File: src/rtl/core_dout_arbiter.sv
// Round-robin reader of the per-core nibble FIFOs in the CMP_CLK domain.
// Assembles fixed-length records, hands them downstream over valid/ready, and aborts stalled records on timeout.
module core_dout_arbiter #(
  parameter int unsigned N_CORES = 4,
  parameter int unsigned NIBBLES = 8,
  parameter int unsigned TIMEOUT = 255,
  localparam int unsigned CORE_NUM_W = (N_CORES < 2) ? 1 : $clog2(N_CORES)
) (
  input  logic                  CLK,
  input  logic                  rst_n,
  input  logic [4*N_CORES-1:0]  core_dout,
  input  logic [N_CORES-1:0]    core_empty,
  output logic [N_CORES-1:0]    core_rd_en,
  output logic [4*NIBBLES-1:0]  out_data,
  output logic [CORE_NUM_W-1:0] out_core_num,
  output logic                  out_valid,
  input  logic                  out_ready,
  output logic                  err_timeout,
  output logic                  idle
);

  localparam int unsigned DATA_W = 4 * NIBBLES;
  localparam int unsigned ASM_W  = 4 * (NIBBLES - 1);
  localparam int unsigned CNT_W  = $clog2(NIBBLES);
  localparam int unsigned TMR_W  = (TIMEOUT < 1) ? 1 : $clog2(TIMEOUT + 1);

  localparam logic [CNT_W-1:0]      LAST_SLOT = CNT_W'(NIBBLES - 1);
  localparam logic [TMR_W-1:0]      TMR_LIMIT = TMR_W'(TIMEOUT - 1);
  localparam logic [CORE_NUM_W-1:0] LAST_CORE = CORE_NUM_W'(N_CORES - 1);

  typedef enum logic [1:0] {
    S_IDLE = 2'd0,
    S_READ = 2'd1,
    S_OUT  = 2'd2
  } state_t;

  state_t                r_state;
  state_t                w_state_nxt;
  logic [CORE_NUM_W-1:0] r_sel;
  logic [CORE_NUM_W-1:0] w_sel_nxt;
  logic [CORE_NUM_W-1:0] r_last_grant;
  logic [CORE_NUM_W-1:0] w_last_grant_nxt;
  logic [CNT_W-1:0]      r_cnt;
  logic [CNT_W-1:0]      w_cnt_nxt;
  logic [TMR_W-1:0]      r_timer;
  logic [TMR_W-1:0]      w_timer_nxt;
  logic [ASM_W-1:0]      r_asm;
  logic [ASM_W-1:0]      w_asm_nxt;
  logic [DATA_W-1:0]     r_data;
  logic [DATA_W-1:0]     w_data_nxt;
  logic [CORE_NUM_W-1:0] r_core_num;
  logic [CORE_NUM_W-1:0] w_core_num_nxt;
  logic                  r_valid;
  logic                  w_valid_nxt;
  logic                  r_err;
  logic                  w_err_nxt;

  logic                  w_found;
  logic [CORE_NUM_W-1:0] w_pick;
  int unsigned           w_idx;
  logic [3:0]            w_nib;
  logic                  w_sel_empty;
  logic [N_CORES-1:0]    w_sel_hot;
  logic [DATA_W-1:0]     w_shift;

  // Round-robin search: first non-empty core starting just after the last grant.
  always_comb begin
    w_found = 1'b0;
    w_pick  = r_last_grant;
    w_idx   = 0;
    for (int unsigned k = 1; k <= N_CORES; k++) begin
      w_idx = (32'(r_last_grant) + k) % N_CORES;
      if (!w_found && !core_empty[CORE_NUM_W'(w_idx)]) begin
        w_found = 1'b1;
        w_pick  = CORE_NUM_W'(w_idx);
      end
    end
  end

  // Selected core's nibble, empty flag and one-hot pop position.
  always_comb begin
    w_nib       = 4'h0;
    w_sel_empty = 1'b1;
    w_sel_hot   = '0;
    for (int unsigned i = 0; i < N_CORES; i++) begin
      if (r_sel == CORE_NUM_W'(i)) begin
        w_nib        = core_dout[4*i +: 4];
        w_sel_empty  = core_empty[i];
        w_sel_hot[i] = 1'b1;
      end
    end
  end

  // Earlier nibbles shift toward the MSBs, so the first one popped ends up on top.
  assign w_shift = {r_asm, w_nib};

  // Next-state and datapath updates.
  always_comb begin
    w_state_nxt      = r_state;
    w_sel_nxt        = r_sel;
    w_last_grant_nxt = r_last_grant;
    w_cnt_nxt        = r_cnt;
    w_timer_nxt      = r_timer;
    w_asm_nxt        = r_asm;
    w_data_nxt       = r_data;
    w_core_num_nxt   = r_core_num;
    w_valid_nxt      = r_valid;
    w_err_nxt        = r_err;
    core_rd_en       = '0;

    unique case (r_state)
      S_IDLE: begin
        if (w_found) begin
          w_sel_nxt   = w_pick;
          w_cnt_nxt   = '0;
          w_timer_nxt = '0;
          w_state_nxt = S_READ;
        end
      end

      S_READ: begin
        if (!w_sel_empty) begin
          core_rd_en  = w_sel_hot;
          w_asm_nxt   = w_shift[ASM_W-1:0];
          w_timer_nxt = '0;
          if (r_cnt == LAST_SLOT) begin
            w_data_nxt     = w_shift;
            w_core_num_nxt = r_sel;
            w_valid_nxt    = 1'b1;
            w_state_nxt    = S_OUT;
          end else begin
            w_cnt_nxt = r_cnt + CNT_W'(1);
          end
        end else if ((TIMEOUT != 0) && (r_timer == TMR_LIMIT)) begin
          // Abandon the partial record; the grant still rotates past this core.
          w_err_nxt        = 1'b1;
          w_last_grant_nxt = r_sel;
          w_state_nxt      = S_IDLE;
        end else begin
          w_timer_nxt = r_timer + TMR_W'(1);
        end
      end

      S_OUT: begin
        if (out_ready) begin
          w_valid_nxt      = 1'b0;
          w_last_grant_nxt = r_sel;
          w_state_nxt      = S_IDLE;
        end
      end

      default: begin
        w_state_nxt = S_IDLE;
      end
    endcase
  end

  // State register.
  always_ff @(posedge CLK or negedge rst_n) begin
    if (!rst_n) begin
      r_state <= S_IDLE;
    end else begin
      r_state <= w_state_nxt;
    end
  end

  // Datapath registers; reset discards any record in progress.
  always_ff @(posedge CLK or negedge rst_n) begin
    if (!rst_n) begin
      r_sel        <= '0;
      r_last_grant <= LAST_CORE;
      r_cnt        <= '0;
      r_timer      <= '0;
      r_asm        <= '0;
      r_data       <= '0;
      r_core_num   <= '0;
      r_valid      <= 1'b0;
      r_err        <= 1'b0;
    end else begin
      r_sel        <= w_sel_nxt;
      r_last_grant <= w_last_grant_nxt;
      r_cnt        <= w_cnt_nxt;
      r_timer      <= w_timer_nxt;
      r_asm        <= w_asm_nxt;
      r_data       <= w_data_nxt;
      r_core_num   <= w_core_num_nxt;
      r_valid      <= w_valid_nxt;
      r_err        <= w_err_nxt;
    end
  end

  assign out_data     = r_data;
  assign out_core_num = r_core_num;
  assign out_valid    = r_valid;
  assign err_timeout  = r_err;
  assign idle         = (r_state == S_IDLE) && (&core_empty);

endmodule

File: config.mk
export PLATFORM = sky130hd
export DESIGN_NAME = core_dout_arbiter
export DESIGN_NICKNAME = d
export VERILOG_FILES = /design/src/rtl/core_dout_arbiter.sv
export SDC_FILE = /design/constraint.sdc
export NUM_CORES = 1
export LEC_CHECK = 0
export ABC_AREA = 1
export CELL_PAD_IN_SITES_DETAIL_PLACEMENT = 1
export CELL_PAD_IN_SITES_GLOBAL_PLACEMENT = 1
export CORE_ASPECT_RATIO = 2
export CORE_MARGIN = 2
export CORE_UTILIZATION = 40
export CTS_CLUSTER_DIAMETER = 40
export CTS_CLUSTER_SIZE = 30
export DETAILED_ROUTE_END_ITERATION = 8
export PLACE_DENSITY = 0.82
export SLEW_MARGIN = 20
export SYNTH_ARGS = -nofsm -noshare
export SYNTH_HDL_FRONTEND = slang
export SYNTH_SLANG_ARGS = --single-unit
File: constraint.sdc
create_clock -name CLK -period 1.7 [get_ports CLK]
set_input_delay 0.17 -clock CLK [delete_from_list [all_inputs] [get_ports CLK]]
set_output_delay 0.17 -clock CLK [all_outputs]
set_load 0.02 [all_outputs]
==> results, run 1 <==
- The final routed wire length divided by cell count is 17.3 µm.
- The destination of the worst register-to-register timing path is r_sel[0].
- The total of buffers placed on input and output ports is 63.
- At the worst endpoint, the required time is 1970 ps.
- The slew at the pin closest to its max-slew limit is 469 ps.
- The clock sink total is 81.
- At the end of routability-driven placement, the weighted congestion stood at 0.822.
- Global routing finished with a remaining overflow of 0.
- The final count of pins violating max slew was 0.
- Setup repair after global routing could not meet its margin everywhere.
- The total wirelength of the detailed-routed design is 11,000 µm.
- The number of hold-slack violations in the final timing report came to 0.
- For this run, the post-layout net count is 556.
- CTS built an H-tree with a depth of 3.
- The total negative slack is 0 ps.
- The number of antenna violations at the first check in global routing is 0.
- The peak supply drop is 0.000642 V.
- The full die area is 10,200 µm².
- In the layout the commonest cells are nand2_1 (144), dfrtp_1 (75), clkdlybuf4s50_1 (57), inv_1 (46), o21ai_0 (34).
- Traced cell by cell, the critical path runs through buf_6 > buf_4 > nand2_1 > nand3_2 > nand2_2 > nand2_1 > inv_1 > nand2_2 > nand2_1 > nand2_1 > nand3_2 > nand2_2.
- For this run, design rule violations remaining after detail routing come to 0.
- The minimum clock period after layout is 1690 ps.
- The global routing usage summed across all routing layers is 22.5%.
- After the first detailed-routing iteration, the DRC count stood at 180.
- Counting along the longest clock path gives a buffer depth of 2.
- The path type of the worst setup path is flop to flop.
- Across the run, the number of max-cap violations was 0.
- The first global-routing pass estimated 17,800 µm of wire.
- In this run the cell area of the synthesized design comes to 3760 µm².
- The number of global-route vias before repair was 3,661.
- TritonCTS built the clock tree.
- The number of placement rows is 50.
- The detailed-router iteration count before antenna repair is 4.
- During synthesis, Yosys emitted a total of 0 warnings.
- Derived from the worst setup path, the maximum achievable clock frequency is 593 MHz.
- Measured along the y axis, the die boundary spans 141 µm.
- Once the floorplan was initialized, standard cells occupied 40.6% of the core.
- Counting tap cells, the placed design contains a total of 613 instances.
- The worst reg2reg path startpoint is r_last_grant[0].
- In this run, distinct cell masters in the synthesized netlist total 28.
- The count of mapped cells out of synthesis is 436.
- The share of layout cells above drive strength 1 is 21.8%.
- After synthesis, flip-flops and latches occupy 54.0% of the total area.
- Counting cells, the worst reg-to-reg path comes to 12.
- The floorplan core area is 9260 µm².
- The worst register-to-register path has a setup slack of 10 ps.
- The class of the tightest hold or removal check is input port to async pin.
- For this design the static power due to leakage is 2.47 nW.
- After detailed routing, the number of vias per cell comes to 5.21.
- The critical path's most frequent cell is nand2_1.
- The antenna diode count is 0.
- The worst hold slack is 342 ps.
- On the worst path, the slowest cell contributes a delay of 640 ps.
- The wire-length estimate of the detail-placed layout is 7480 µm.
- The number of nets handed over by synthesis was 463.
- From synthesis to final layout, the design area changed by 36.3%.
- Among all stages on the critical path, the largest delay is contributed by dfstp_2.
- Dividing the final minimum period by the clock period gives 99.1%.
- The largest net degree at the start of global routing is 34.
- After synthesis, the mean cell area works out to 8.63 µm².
- The overall die width is 72.6 µm.
- The flow ran to the end, and the final reports show no timing, DRC or antenna violations.
- Setup violations remaining at the end of the flow were counted as 0.
- In this run the power density over the cells is 1410 nW/µm².
- At the later pin of the worst-skew pair, clock insertion delay measures 340 ps.
- The master cell of the clock root buffer is clkbuf_16.
- The most common cell after layout, fill and taps aside is nand2_1.
- The count of cells in the finished layout, fillers not included, comes to 636.
- The post-synthesis sequential element count is 81.
- The TritonCTS buffer count is 9.
- Along the worst path, the maximum fanout reaches 6.
- The critical path endpoint category is a flop.
- The clock-pin slew on the worst setup and hold paths is 60 ps.
- For the worst setup path, the data arrival time is 1960 ps.
- The final antenna-violating net count is 0.
- 64 I/O pins were placed.
- The element type at the critical path start is a flop.
- The worst-case headroom to the max-slew limit is 68.7%.
- The total vias in the final route is 3,313.
- Across the routed clock network, the largest skew measured is 8.26 ps.
[registers in the layout, indices dropped and copies added, names as in the netlist, 2 cells and up]
register      count
r_last_grant      2
r_cnt             3
r_sel             2
out_data         32
out_core_num      2
r_state           2
r_timer           8
r_asm            28
[per-layer routing]
metal  routed length (µm)  up-vias  track usage, %  part of all wire, %
met5                    0        -               0                    0
met1                 4050     1664            24.0                   37
met4                  255        0            8.58                  2.3
met2                 6490       60            42.2                   59
li1                     -     1568               -                    -
met3                  230       21            4.29                  2.1
[synthesized netlist by cell type]
| master | number | area (µm²) |
|---|---|---|
| nand2_1 | 156 | 586 |
| dfrtp_1 | 79 | 1980 |
| inv_1 | 50 | 188 |
| o21ai_0 | 38 | 190 |
| o21ai_2 | 23 | 201 |
| nor2_1 | 17 | 63.8 |
| nand3_1 | 14 | 70.1 |
| nand4_1 | 10 | 62.6 |
| o21ai_1 | 9 | 45.0 |
| buf_6 | 6 | 67.6 |
| buf_2 | 4 | 20.0 |
| clkbuf_1 | 4 | 15.0 |
| ha_1 | 4 | 50.1 |
| inv_2 | 3 | 11.3 |
| xor2_1 | 3 | 26.3 |
| a21oi_1 | 2 | 10.0 |
| dfstp_2 | 2 | 52.6 |
| o31ai_1 | 2 | 15.0 |
| a21o_1 | 1 | 7.51 |
| a21oi_2 | 1 | 8.76 |
| and3_1 | 1 | 6.26 |
| inv_4 | 1 | 6.26 |
| nand2_4 | 1 | 11.3 |
| nand3_2 | 1 | 10.0 |
| nand4_4 | 1 | 21.3 |
| nor2_4 | 1 | 11.3 |
| nor2_8 | 1 | 20.0 |
| o211ai_1 | 1 | 7.51 |
[through the flow]
step	power [mW]	setup slack [ps]	cell area [µm²]	utilization, %
2_1_floorplan	3.98	108	3760	-
6_report	7.21	14.5	5130	55.4
5_1_grt	7.67	-60.7	5130	55.4
3_3_place_gp	4.92	-30.8	4660	50.3
4_1_cts	7.11	4.52	5000	54.0
3_5_place_dp	5.07	-180	4660	50.3
[worst max-delay path by stage]
stage	from	endpoint	cells past startpoint
final	r_last_grant[0]	r_sel[0]	12
after global routing	r_last_grant[0]	r_sel[1]	13
after CTS	r_last_grant[0]	r_sel[0]	11
after detailed placement	core_empty[3]	r_sel[0]	12
after global placement	core_empty[3]	out_core_num[1]	10
after floorplan	r_sel[1]	out_core_num[1]	9
[layout make-up]
cell class              count  area, µm²
clock buffers              12        267
flip-flops and latches     81       2030
fillers                  1087       4130
multi-input cells         288       1500
inverters                  54        214
well taps                 104        130
repair buffers             95        943
clock inverters             2       37.5
[worst max-delay path: cells and delay by family (launching register included)]
family	cells	cell delay [ps]
AND/OR/NAND/NOR	9	670
buffers and inverters	3	310
flip-flops	1	640
[logic make-up after synthesis]
kind of cell | count (synthesis) | share of synthesized area [%]
compound gates | 77 | 12.9
simple gates | 203 | 22.9
buf+inv | 68 | 8.18
fa+ha+maj | 4 | 1.33
flops | 81 | 54.0
xor+xnor | 3 | 0.699
[report_power, final]
group / internal, mW / switching [mW]
Combinational: 0.999 / 1.56
Clock: 1.24 / 0.754
Sequential: 2.37 / 0.288
Total: 4.61 / 2.60
[repair_timing]
| action | in CTS | in global routing |
|---|---|---|
| endpoints found under the hold margin | 29 | 0 |
| pin swaps | 0 | 8 |
| gates resized for setup | 15 | 42 |
| gates cloned | 0 | 2 |
| hold buffers | 1 | 0 |
| endpoints found under the setup margin | 15 | 56 |
| buffers inserted | 3 | 3 |
(Power assumes the default switching activity.)
==> run 2: changes to the inputs <==
--- a/config.mk
+++ b/config.mk
@@ -15,6 +15,7 @@
 export CTS_CLUSTER_SIZE = 30
 export DETAILED_ROUTE_END_ITERATION = 8
 export PLACE_DENSITY = 0.82
+export SETUP_SLACK_MARGIN = 0.05
 export SLEW_MARGIN = 20
 export SYNTH_ARGS = -nofsm -noshare
 export SYNTH_HDL_FRONTEND = slang
==> results, run 2 (synthesized netlist as in run 1, its figures left out) <==
- The flow ran to the end, but the final reports show violations.
- The final reports fail on negative setup slack.
- In the routed design, unresolved DRC markers number 0.
- Dividing the detail-routed via count by the number of cells gives 5.24.
- The global routing usage summed across all routing layers is 22.7%.
- For the finished layout, the period the worst path requires is 1720 ps.
- The peak supply drop is 0.000712 V.
- The library cells used most frequently in the layout, excluding fill and tap cells, are nand2_1 (132), dfrtp_1 (75), clkdlybuf4s50_1 (57), inv_1 (42), buf_4 (31).
- In this run the deepest clock path goes through 2 buffers.
- The floorplan step defined a die boundary enclosing 10,200 µm².
- The worst reg2reg path startpoint is r_timer[2].
- Row generation in the floorplan step produced 50 rows.
- Across all layers, the routed design uses 3,377 vias.
- The floorplan core area is 9260 µm².
- The highest clock rate is 581 MHz.
- The CTS tree is yes.
- For this design the static power due to leakage is 2.52 nW.
- Clock latency on the worst-skew pair, taken at its later pin, is 340 ps.
- The startpoint of the most critical setup path is r_timer[2].
- The worst endpoint data arrival time is 1940 ps.
- The clock-pin slew on the worst setup and hold paths is 60 ps.
- Detailed placement finished with a half-perimeter wire length of 7480 µm.
- The share of layout cells above drive strength 1 is 26.1%.
- The final antenna-violating net count is 0.
- The path type of the worst setup path is flop to flop.
- The cell family contributing the most delay on the critical path is simple AND/OR/NAND/NOR gates.
- The remaining global-route overflow is 0.
- The weighted congestion at the end of routability-driven global placement is 0.822.
- The class of the tightest hold or removal check is input port to async pin.
- The slowest stage of the critical path is the dfrtp_2 cell.
- Traced cell by cell, the critical path runs through nand2_1 > nor2_4 > nand4_1 > nor2_2 > buf_4 > o21ai_2 > o21ai_0.
- The starting DRC count in detailed routing is 223.
- The final net count is 565.
- The sequential cell area is 2030 µm².
- The longest individual stage delay on the worst path is 380 ps.
- Buffers inserted during clock tree synthesis total 9.
- The total of buffers placed on input and output ports is 63.
- The number of max-cap violations is 0.
- Leaving out fill and tap cells, the most frequent cell in the layout is nand2_1.
- At the placement stage, the worst setup path has a slack of -180 ps.
- The overall die width is 72.6 µm.
- The final layout contains routed wiring with a total length of 12,000 µm.
- The setup clock skew after layout is 10.6 ps.
- Once the floorplan was initialized, standard cells occupied 40.6% of the core.
- Setup violations remaining at the end of the flow were counted as 1.
- The antenna diode count is 0.
- The layout-stage area growth over the synthesis result is 39.6%.
- Setup repair after global routing could not meet its margin everywhere.
- The largest net degree at the start of global routing is 34.
- In the final layout, the multi-input gates occupy 1550 µm².
- After layout, the worst path uses 101% of the clock period.
- The slew at the pin closest to its max-slew limit is 478 ps.
- Pin placement for this block handled 64 I/O pins.
- The number of global-route vias before repair was 3,670.
- Power spread over the standard cell area amounts to 1420 nW/µm².
- The count of H-tree levels built during CTS is 3.
- The detailed-router iteration count before antenna repair is 4.
- The worst-case headroom to the max-slew limit is 68.1%.
- The number of flip-flops under the largest register name is 32.
- In this run the vertical extent of the chip is 141 µm.
- After layout, the worst setup slack is -21.7 ps.
- Of all nets on the critical path, the largest fanout is 4.
- STA classifies the critical path startpoint as a flop.
- Once placement finished, the instance area stood at 4660 µm².
- In this run the clock root is driven by a clkbuf_16.
- Dividing the detail-routed wire length by the instance count gives 18.6 µm.
- The worst setup path is captured at a flop.
- CTS saw 81 sinks.
- The number of antenna violations at the first check in global routing was 0.
- The final count of pins violating max slew is 0.
- Data on the critical path is required at its endpoint by 1920 ps.
- The number of hold-slack violations in the final timing report is 0.
- The buffers plus inverters on the worst setup path is 1.
- The number of fill cells in the layout is 1,086.
- Summing all non-filler instances in the final layout gives an area of 5250 µm².
- The global-route wire length before repair is 17,900 µm.
## run 2: changes by cell type in the layout (fill, tap and decap cells not counted), sizes merged
cell | previous run | this run
clkbuf | 16 | 15
buf | 32 | 42
## run 2: routing by layer
| metal | vias to the layer above | global-route usage (%) | routed length [µm] |
|---|---|---|---|
| li1 | 1590 | - | - |
| met1 | 1713 | 23.9 | 4390 |
| met2 | 57 | 42.5 | 7170 |
| met3 | 17 | 4.22 | 198 |
| met4 | 0 | 8.97 | 214 |
| met5 | - | 0 | 0 |
## run 2: area by class of cell
| cell class | count | area share (%) |
|---|---|---|
| clock buffers | 12 | 5.08 |
| clock inverters | 2 | 0.715 |
| inverters | 54 | 4.07 |
| multi-input cells | 288 | 29.5 |
| flip-flops and latches | 81 | 38.7 |
| well taps | 104 | 2.48 |
| repair buffers | 104 | 19.4 |
## run 2: path summary, 6_finish.rpt
path,end,slack [ps],cells after the start
max,r_last_grant[1],-20,7
min,out_data[7],340,2
max reg2reg,r_last_grant[1],-20,7
min reg2reg,err_timeout,470,2
max in group asynchronous,out_data[4],710,3
min in group CLK,r_state[1],420,2
## run 2: worst register-to-register path: stages (launching register included)
cell	delay [ps]
dfrtp_2	380
nand2_1	90
nor2_4	150
nand4_1	210
nor2_2	230
buf_4	140
o21ai_2	80
o21ai_0	320
## run 2: what timing repair did
item | in CTS | in global routing
endpoints found under the hold margin | 29 | 0
gates resized for setup | 24 | 60
pin swaps | 1 | 21
endpoints found under the setup margin | 24 | 76
setup buffers | 4 | 11
hold buffers | 1 | 0
cloned | 0 | 2
## run 2: through the flow
step | hold WS, ps | setup TNS (ps) | total power [mW] | cells | utilization (%)
global placement | 148 | -639 | 4.92 | 613 | 50.3
global route | 370 | -242 | 7.88 | 645 | 56.7
finish | 342 | -21.7 | 7.45 | 645 | 56.7
CTS | 337 | 0 | 7.14 | 632 | 54.2
detailed placement | 154 | -3100 | 5.07 | 613 | 50.3
floorplan | -126 | 0 | 3.98 | 436 | -
## run 2: report_power, final
part           leakage (nW)  internal, mW  switching, mW
logic                  1.30          1.10           1.67
registers              1.07          2.37          0.297
clock network         0.147          1.24          0.764
==> run 3: changes to the inputs <==
--- a/config.mk
+++ b/config.mk
@@ -10,11 +10,11 @@
 export CELL_PAD_IN_SITES_GLOBAL_PLACEMENT = 1
 export CORE_ASPECT_RATIO = 2
 export CORE_MARGIN = 2
-export CORE_UTILIZATION = 40
+export CORE_UTILIZATION = 36
 export CTS_CLUSTER_DIAMETER = 40
 export CTS_CLUSTER_SIZE = 30
 export DETAILED_ROUTE_END_ITERATION = 8
-export PLACE_DENSITY = 0.82
+export PLACE_DENSITY_LB_ADDON = 0.25
 export SETUP_SLACK_MARGIN = 0.05
 export SLEW_MARGIN = 20
 export SYNTH_ARGS = -nofsm -noshare
==> constraint.sdc (replaced) <==
create_clock -name CLK -period 1.4 [get_ports CLK]
set_input_delay 0.14 -clock CLK [delete_from_list [all_inputs] [get_ports CLK]]
set_output_delay 0.14 -clock CLK [all_outputs]
set_load 0.02 [all_outputs]
==> results, run 3 (synthesized netlist as in run 1, its figures left out) <==
- The flow ran to the end, but the final reports show violations.
- The checks that failed: negative setup slack.
- The detailed-router iteration count before antenna repair is 4.
- The maximum clock insertion buffer count is 2.
- The slowest stage cell on the critical path is dfstp_2.
- The leakage power is 3.01 nW.
- Broken down by cell family, the worst path's largest delay share belongs to simple AND/OR/NAND/NOR gates.
- The number of flip-flops under the largest register name is 32.
- The global-route wire length before repair is 18,700 µm.
- The final antenna-violating net count is 0.
- The required time at the worst-slack endpoint is 1630 ps.
- The critical path endpoint category is a flop.
- The number of hold-slack violations in the final timing report is 0.
- The tree is rooted in a clkbuf_16.
- Max-cap violations in this run came to 0.
- After filler insertion, the fill cell instance count of the layout stands at 1,174.
- Once the floorplan was initialized, standard cells occupied 37.1% of the core.
- Along the worst path, the maximum fanout reaches 6.
- The final setup violation count is 85.
- Leaving out fill and tap cells, the most frequent cell in the layout is nand2_1.
- STA classifies the critical path startpoint as a flop.
- OpenSTA, run right after detailed placement, puts the worst setup slack at -263 ps.
- The finished cells cover 6040 µm².
- The routed layout has 3,555 vias.
- The least setup slack across all paths after layout is -272 ps.
- Global routing finished with a remaining overflow of 0.
- The share of layout cells above drive strength 1 is 44.6%.
- Across every metal layer, demand over resource in global routing totals 21.3%.
- The path type of the worst setup path is flop to flop.
- The class of the tightest hold or removal check is input port to async pin.
- Leaving out fill and tap cells, the most frequent cells in the layout are nand2_1 (78), dfrtp_1 (77), nand2_2 (53), buf_4 (49), inv_1 (42).
- The placed instances occupy a cell area of 5020 µm².
- The number of global-route vias before repair is 3,893.
- The number of buffers and inverters on the critical path is 2.
- Setup repair after global routing could not meet its margin everywhere.
- The final core area utilization is 59.5%.
- During I/O placement, the number of pins put on the boundary was 64.
- The number of placement rows is 52.
- The total area of multi-input combinational cells is 1970 µm².
- The final routed wire length divided by cell count is 19.0 µm.
- The detailed router finished its first iteration with 120 violations.
- Measured along the y axis, the die boundary spans 149 µm.
- The number of antenna violations at the first check in global routing was 0.
- The repair_antennas step left the layout with diodes totalling 0.
- In this run the power density over the cells is 1710 nW/µm².
- Routability-driven placement finished with a final weighted congestion of 0.834.
- The count of H-tree levels built during CTS is 3.
- The area growth from synthesis to layout is 60.6%.
- The sequential cell area is 2030 µm².
- The total wirelength of the detailed-routed design is 13,500 µm.
- The later-pin clock latency in the skew report is 350 ps.
- In this design, the stage delay of the slowest critical-path cell is 670 ps.
- The floorplan core area is 10,100 µm².
- Subtracting the final worst setup slack from the clock period gives 1670 ps.
- The final count of pins violating max slew was 0.
- The worst hold slack is 273 ps.
- The final net count is 596.
- The number of vias per cell after detailed routing is 5.01.
- The clock sink total is 81.
- The number of cells after detailed placement is 667.
- The TritonCTS buffer count is 9.
- The full die area is 11,300 µm².
- Static timing analysis puts the maximum clock frequency at 598 MHz.
- The critical path's most frequent cell is nand2_4.
- Traced cell by cell, the critical path runs through clkinv_4 > nand2_4 > nand3_2 > nand2_4 > nand2_4 > inv_4 > nand2_4 > nand2_2 > nand2_1 > nand3_1 > nand2_1.
- The clock-pin slew on the worst setup and hold paths is 60 ps.
- The total of buffers placed on input and output ports is 63.
- The CTS tree is yes.
- Data arrives at the worst endpoint at 1910 ps.
- The largest net degree at the start of global routing is 29.
- After layout, the worst path uses 119% of the clock period.
- The peak supply drop is 0.00110 V.
- The floorplan step set the die width to 76.3 µm.
- The DRC violation count after routing is 0.
- Detailed placement ended at an HPWL of 7810 µm.
- The final non-filler cell total is 709.
- The slew at the pin closest to its max-slew limit is 428 ps.
- Across the routed clock network, the largest skew measured is 7.20 ps.
- The worst pin sits at a relative slew slack of 71.5%.
run 3: what timing repair did:
item | 4_1_cts | 5_1_grt
pin swaps | 13 | 18
resized for setup | 136 | 107
hold buffers | 1 | 0
setup buffers | 10 | 11
gates cloned | 4 | 2
setup endpoints to repair | 122 | 86
endpoints found under the hold margin | 22 | 0
run 3: layout make-up:
class | count | area share (%)
Clock buffer | 9 | 3.73
Clock inverter | 7 | 1.30
Inverter | 54 | 3.69
Multi-Input combinational cell | 288 | 32.6
Sequential cell | 81 | 33.6
Tap cell | 135 | 2.80
Timing Repair Buffer | 134 | 22.1
Timing Repair inverter | 1 | 0.104
run 3: worst paths after layout:
path | startpoint | to | slack, ps | depth (start not counted)
worst max-delay path | r_last_grant[0] | r_sel[0] | -270 | 11
worst min register to register | err_timeout | err_timeout | 480 | 2
min in group CLK | out_ready | r_state[1] | 430 | 2
max in group asynchronous | rst_n | out_data[18] | 590 | 3
worst min-delay path | rst_n | r_asm[9] | 270 | 2
worst max register to register | r_last_grant[0] | r_sel[0] | -270 | 11
run 3: per-layer routing:
| metal | track usage (%) | part of all wire [%] | up-vias |
|---|---|---|---|
| li1 | - | - | 1651 |
| met1 | 20.5 | 33 | 1805 |
| met2 | 43.8 | 62 | 70 |
| met3 | 3.34 | 2.0 | 29 |
| met4 | 7.73 | 2.6 | 0 |
| met5 | 0 | 0 | - |
run 3: metrics by stage:
step | TNS, ps | power (mW)
6_report | -14200 | 10.3
3_3_place_gp | -13350 | 6.33
4_1_cts | -6700 | 9.31
3_5_place_dp | -16020 | 6.50
2_1_floorplan | -3270 | 4.96
5_1_grt | -21320 | 10.8
run 3: power by group:
group,total [mW],switching [mW],leakage [nW],internal (mW)
sequential,3.30,0.422,1.07,2.87
combinational,4.59,2.57,1.79,2.03
clock,2.41,1.02,0.138,1.39
